`src/rtl/read_iq_if.sv`:
```
// Byte-stream input and paired I/Q output handshakes of the IQ deinterleaver.
// master is the deinterleaver side, slave is the FIFO side.
interface read_iq_if #(
  parameter int DATA_WIDTH = 32,
  parameter int BYTE_WIDTH = 8
);
  logic [BYTE_WIDTH-1:0] in_dout;
  logic                  in_empty;
  logic                  in_rd_en;
  logic [DATA_WIDTH-1:0] I_din;
  logic                  I_full;
  logic                  I_wr_en;
  logic [DATA_WIDTH-1:0] Q_din;
  logic                  Q_full;
  logic                  Q_wr_en;

  modport master (
    input  in_dout, in_empty, I_full, Q_full,
    output in_rd_en, I_din, I_wr_en, Q_din, Q_wr_en
  );

  modport slave (
    output in_dout, in_empty, I_full, Q_full,
    input  in_rd_en, I_din, I_wr_en, Q_din, Q_wr_en
  );
endinterface

```
`src/rtl/read_iq.sv`:
```
// Deinterleaves a little-endian byte stream (I lo, I hi, Q lo, Q hi) into
// fixed-point I/Q samples written to two FIFOs in lockstep.
module read_iq #(
  parameter int DATA_WIDTH = 32,
  parameter int BYTE_WIDTH = 8,
  parameter int BITS       = 10
) (
  input  logic      clock,
  input  logic      reset,
  read_iq_if.master bus
);

  localparam int SAMPLE_WIDTH = 2 * BYTE_WIDTH;

  typedef enum logic [1:0] {
    S_READ  = 2'd0,
    S_WRITE = 2'd1
  } state_t;

  state_t                      state_q, state_d;
  logic [1:0]                  cnt_q, cnt_d;
  logic [3:0][BYTE_WIDTH-1:0]  bytes_q, bytes_d;

  // Sign-extend the 16-bit sample to the output width, then scale by 2^BITS.
  function automatic logic [DATA_WIDTH-1:0] quantize(input logic [SAMPLE_WIDTH-1:0] s);
    logic [DATA_WIDTH-1:0] ext;
    ext = DATA_WIDTH'($signed(s));
    return ext << BITS;
  endfunction

  always_ff @(posedge clock or posedge reset) begin
    if (reset) begin
      state_q <= S_READ;
      cnt_q   <= 2'd0;
      bytes_q <= '0;
    end else begin
      state_q <= state_d;
      cnt_q   <= cnt_d;
      bytes_q <= bytes_d;
    end
  end

  always_comb begin
    state_d      = state_q;
    cnt_d        = cnt_q;
    bytes_d      = bytes_q;
    bus.in_rd_en = 1'b0;
    bus.I_wr_en  = 1'b0;
    bus.Q_wr_en  = 1'b0;
    bus.I_din    = '0;
    bus.Q_din    = '0;

    case (state_q)
      S_READ: begin
        if (!bus.in_empty) begin
          bus.in_rd_en   = 1'b1;
          bytes_d[cnt_q] = bus.in_dout;
          cnt_d          = cnt_q + 2'd1;
          if (cnt_q == 2'd3) begin
            state_d = S_WRITE;
          end
        end
      end

      // Both FIFOs must have room so the I and Q streams never drift apart.
      S_WRITE: begin
        if (!bus.I_full && !bus.Q_full) begin
          bus.I_wr_en = 1'b1;
          bus.Q_wr_en = 1'b1;
          bus.I_din   = quantize({bytes_q[1], bytes_q[0]});
          bus.Q_din   = quantize({bytes_q[3], bytes_q[2]});
          state_d     = S_READ;
        end
      end

      default: begin
        state_d = S_READ;
        cnt_d   = 2'd0;
      end
    endcase
  end

endmodule

```
`src/flat_wrapper.sv`:
```
// flat-port wrapper written by rule: the top's interface ports become plain ports
module read_iq_flat 
#(
  parameter int DATA_WIDTH = 32,
  parameter int BYTE_WIDTH = 8,
  parameter int BITS       = 10
)
  (clock, reset, bus_in_dout, bus_in_empty, bus_I_full, bus_Q_full, bus_in_rd_en, bus_I_din, bus_I_wr_en, bus_Q_din, bus_Q_wr_en);
  read_iq_if #(.DATA_WIDTH(DATA_WIDTH), .BYTE_WIDTH(BYTE_WIDTH)) bus_i ();
  input  logic clock;
  input  logic reset;
  input wire logic [$bits(bus_i.in_dout)-1:0] bus_in_dout;
  input wire logic [$bits(bus_i.in_empty)-1:0] bus_in_empty;
  input wire logic [$bits(bus_i.I_full)-1:0] bus_I_full;
  input wire logic [$bits(bus_i.Q_full)-1:0] bus_Q_full;
  output wire logic [$bits(bus_i.in_rd_en)-1:0] bus_in_rd_en;
  output wire logic [$bits(bus_i.I_din)-1:0] bus_I_din;
  output wire logic [$bits(bus_i.I_wr_en)-1:0] bus_I_wr_en;
  output wire logic [$bits(bus_i.Q_din)-1:0] bus_Q_din;
  output wire logic [$bits(bus_i.Q_wr_en)-1:0] bus_Q_wr_en;
  assign bus_i.in_dout = bus_in_dout;
  assign bus_i.in_empty = bus_in_empty;
  assign bus_i.I_full = bus_I_full;
  assign bus_i.Q_full = bus_Q_full;
  assign bus_in_rd_en = bus_i.in_rd_en;
  assign bus_I_din = bus_i.I_din;
  assign bus_I_wr_en = bus_i.I_wr_en;
  assign bus_Q_din = bus_i.Q_din;
  assign bus_Q_wr_en = bus_i.Q_wr_en;
  read_iq #(.DATA_WIDTH(DATA_WIDTH), .BYTE_WIDTH(BYTE_WIDTH), .BITS(BITS)) u_core (.clock(clock), .reset(reset), .bus(bus_i));
endmodule
```
`config.mk`:
```
export PLATFORM = sky130hd
export DESIGN_NAME = read_iq_flat
export DESIGN_NICKNAME = d
export VERILOG_FILES = /design/src/rtl/read_iq_if.sv /design/src/rtl/read_iq.sv /design/src/flat_wrapper.sv
export SDC_FILE = /design/constraint.sdc
export NUM_CORES = 1
export LEC_CHECK = 0
export ABC_CLOCK_PERIOD_IN_PS = 1900
export CAP_MARGIN = 10
export CORE_MARGIN = 2
export CORE_UTILIZATION = 60
export CTS_CLUSTER_SIZE = 24
export DETAILED_ROUTE_END_ITERATION = 8
export DONT_BUFFER_PORTS = 1
export PLACE_DENSITY = 0.84
export SLEW_MARGIN = 20
export SYNTH_ARGS = -nofsm -noshare
export SYNTH_HDL_FRONTEND = slang
export SYNTH_SLANG_ARGS = --single-unit
```
`constraint.sdc`:
```
create_clock -name clock -period 1.9 [get_ports clock]
set_input_delay 0.38 -clock clock [delete_from_list [all_inputs] [get_ports clock]]
set_output_delay 0.38 -clock clock [all_outputs]
set_load 0.01 [all_outputs]
```
==> results_dict.tcl <==
set metrics [dict create \
    drt_iter0_markers 7 \
    ys_seq_elements 35 \
    yosysTopAreaCell "dfrtp_1" \
    reg2reg_slack_ns 0.17 \
    placementRows 20 \
    drc 0 \
    grt_overflow 0 \
    io_buffers 0 \
    tns_ns 0 \
    chipHeight_um 60.4 \
    worstSkewPairLatency_ns 0.34 \
    synth_most_common_cell "dfrtp_1" \
    grt_antenna_before_repair 0 \
    avgSynthCellArea_sq_um 12.3 \
    synth.area.top_cells "dfrtp_1 (46%), mux2_2 (19%), buf_4 (13%)" \
    initial_core_util_pct 63.1 \
    synth_top_area_share_pct 45.9 \
    ys_seq_area_share_pct 45.9 \
    switchingPower_mw 0.858 \
    synth-async-reset-ratio_pct 100 \
    crit_required_ns 1.52 \
    grt_usage_pct 19.0 \
    ant_nets 0 \
    max-slew-margin-rel_pct 63.4 \
    maxCapViolCount 0 \
    power.internal_mw 1.85 \
    grt_pass1_vias 998 \
    cts_num_sinks 35 \
    dpl.hpwl_mm 2.30 \
    drive_above_1_share_pct 37.3 \
    p_leak_nw 0.880 \
    syn-instance-count 155 \
    htreeDepth 2 \
    dieWidth_um 60.4 \
    switching_share_pct 31.6 \
    grt_max_degree 36 \
    seq_area_sq_um 876 \
    io_pins 80 \
    vias 1017 \
    synth_common_cells "dfrtp_1 (35), buf_4 (34), mux2_2 (33), and2_1 (32), nor3b_4 (5)" \
    worst_slew_pin_slew_ns 0.548 \
    hold_viol 0 \
    wl_per_cell_um 16.7 \
    post-route-period-util_pct 97.4 \
    diodes 0 \
    worstPathArrival_ns 1.47 \
    hold_path_class "in -> async" \
    hold_buffers 0 \
    clkPwrFrac_pct 15.6 \
    power.share.combinational_pct 35.9 \
    n_fill_cell 232 \
    status "complete, no violations" \
    multiInputGateArea_sq_um 820 \
    syn_to_final_growth_pct 0.393 \
    finClkSkew_ns 0.00781 \
    coreArea_sq_um 3030 \
    startpoint_type "flip-flop" \
    crit_type "reg -> out" \
    wirelength_mm 3.30 \
    synth_edf_count 0 \
    endpoint_kind "primary output" \
    grt_pass1_wl_mm 4.92 \
    fmax_mhz 541 \
    clockBufferDepth 2 \
    yosys_warnings 0 \
    period_needed_ns 1.85 \
    gp_congestion 0.724 \
    clk_pin_slew_ns 0.11 \
    drt_first_pass_iters 3 \
    ys_types 15 \
    ir_drop_v 0.000789 \
    seq_power_share_pct 48.5 \
    setup_violations 0 \
    dieArea_sq_um 3650 \
    rsz0062_at_grt "yes" \
    cts_tree "yes" \
    final_core_util_pct 63.3 \
    syn-cell-area_sq_um 1910 \
    root_buffer "clkbuf_4" \
    numCtsBuffers 5 \
    cp_max_fo 6 \
    finalNetCount 170 \
    drv_slew 0 \
    cellPowerDensity_nw_per_um2 1410 \
    viasPerCell 5.16 \
    synthFlopType "dfrtp_1" \
]
==> layout by cell type (no fill, tap or decap), drive strengths merged <==
| master | n |
|---|---|
| conb | 20 |
| nor2 | 1 |
| o21ai | 1 |
| clkinv | 1 |
| nor3b | 5 |
| dfrtp | 35 |
| buf | 10 |
| clkbuf | 6 |
| xnor2 | 1 |
| mux2 | 33 |
| nand2b | 1 |
| ha | 4 |
| inv | 3 |
| and2 | 32 |
==> registers in the layout, indices dropped and copies added (netlist names) <==
name and cells:
u_core.state_q 1, u_core.bytes_q 32, u_core.cnt_q 2
==> layout make-up <==
type	instances	share of cell area, %
clock buffer	6	2.68
sequential	35	45.7
inverter	3	0.587
timing repair buffer	10	5.16
tap	44	2.87
multi-input combinational	98	42.8
clock inverter	1	0.261
==> metrics by stage <==
step	cell area, sq um	std cells	hold slack [ns]	total power [mW]	setup WS, ns
floorplan	1980	174	0.472	2.14	0.359
global placement	1830	186	0.382	2.21	0.282
detailed placement	1830	186	0.397	2.29	0.244
CTS	1880	193	0.0109	2.70	0.0176
global route	1920	197	0.0511	2.89	-0.0356
finish	1920	197	0.00408	2.71	0.0502
==> worst max-delay path, cell delays in order, from the launching register on <==
cell and delay (ns):
dfrtp_1 0.39, nor3b_4 0.22, buf_4 0.17, buf_2 0.16, and2_1 0.19
==> power by group through the flow <==
stage | Clock (mW) | Sequential [mW] | Combinational (mW)
after CTS | 0.433 | 1.32 | 0.955
after detailed placement | 0 | 1.33 | 0.953
after global routing | 0.470 | 1.36 | 1.06
after global placement | 0 | 1.31 | 0.900
after floorplan | 0 | 1.26 | 0.886
final | 0.423 | 1.31 | 0.972
==> worst paths after layout <==
check                                               start                             end  depth (start not counted)
max                         u_core.state_q[0]$_DFFE_PP0P_                   bus_Q_din[14]                          4
min                                                 reset   u_core.bytes_q[5]$_DFFE_PP0P_                          2
max reg2reg                 u_core.state_q[0]$_DFFE_PP0P_  u_core.bytes_q[28]$_DFFE_PP0P_                          4
min reg2reg                u_core.bytes_q[15]$_DFFE_PP0P_  u_core.bytes_q[15]$_DFFE_PP0P_                          1
max in group asynchronous                           reset  u_core.bytes_q[21]$_DFFE_PP0P_                          2
min in group clock                         bus_in_dout[3]  u_core.bytes_q[19]$_DFFE_PP0P_                          1
==> layer usage <==
layer  part of all wire, %  track usage [%]  up-vias
met5                     0                0        -
met4                   1.5             8.39        0
met3                   9.0             7.68        6
met2                    51             30.7       61
met1                    38             22.6      503
li1                      -                -      447
==> what timing repair did <==
item | CTS | global route
buffers inserted | 0 | 2
hold endpoints to repair | 0 | 0
setup endpoints to repair | 0 | 16
gates resized for setup | 0 | 3
==> cells by family after synthesis <==
logic type | Yosys count | synth area share (%)
buffers and inverters | 41 | 15.2
and+or+nand+nor | 39 | 15.9
DFF | 35 | 45.9
muxes | 33 | 19.5
adders and majority gates | 4 | 2.62
other | 1 | 0.196
AOI/OAI and AO/OA | 1 | 0.262
xor gates and xnor gates | 1 | 0.459
(Power assumes the default switching activity.)
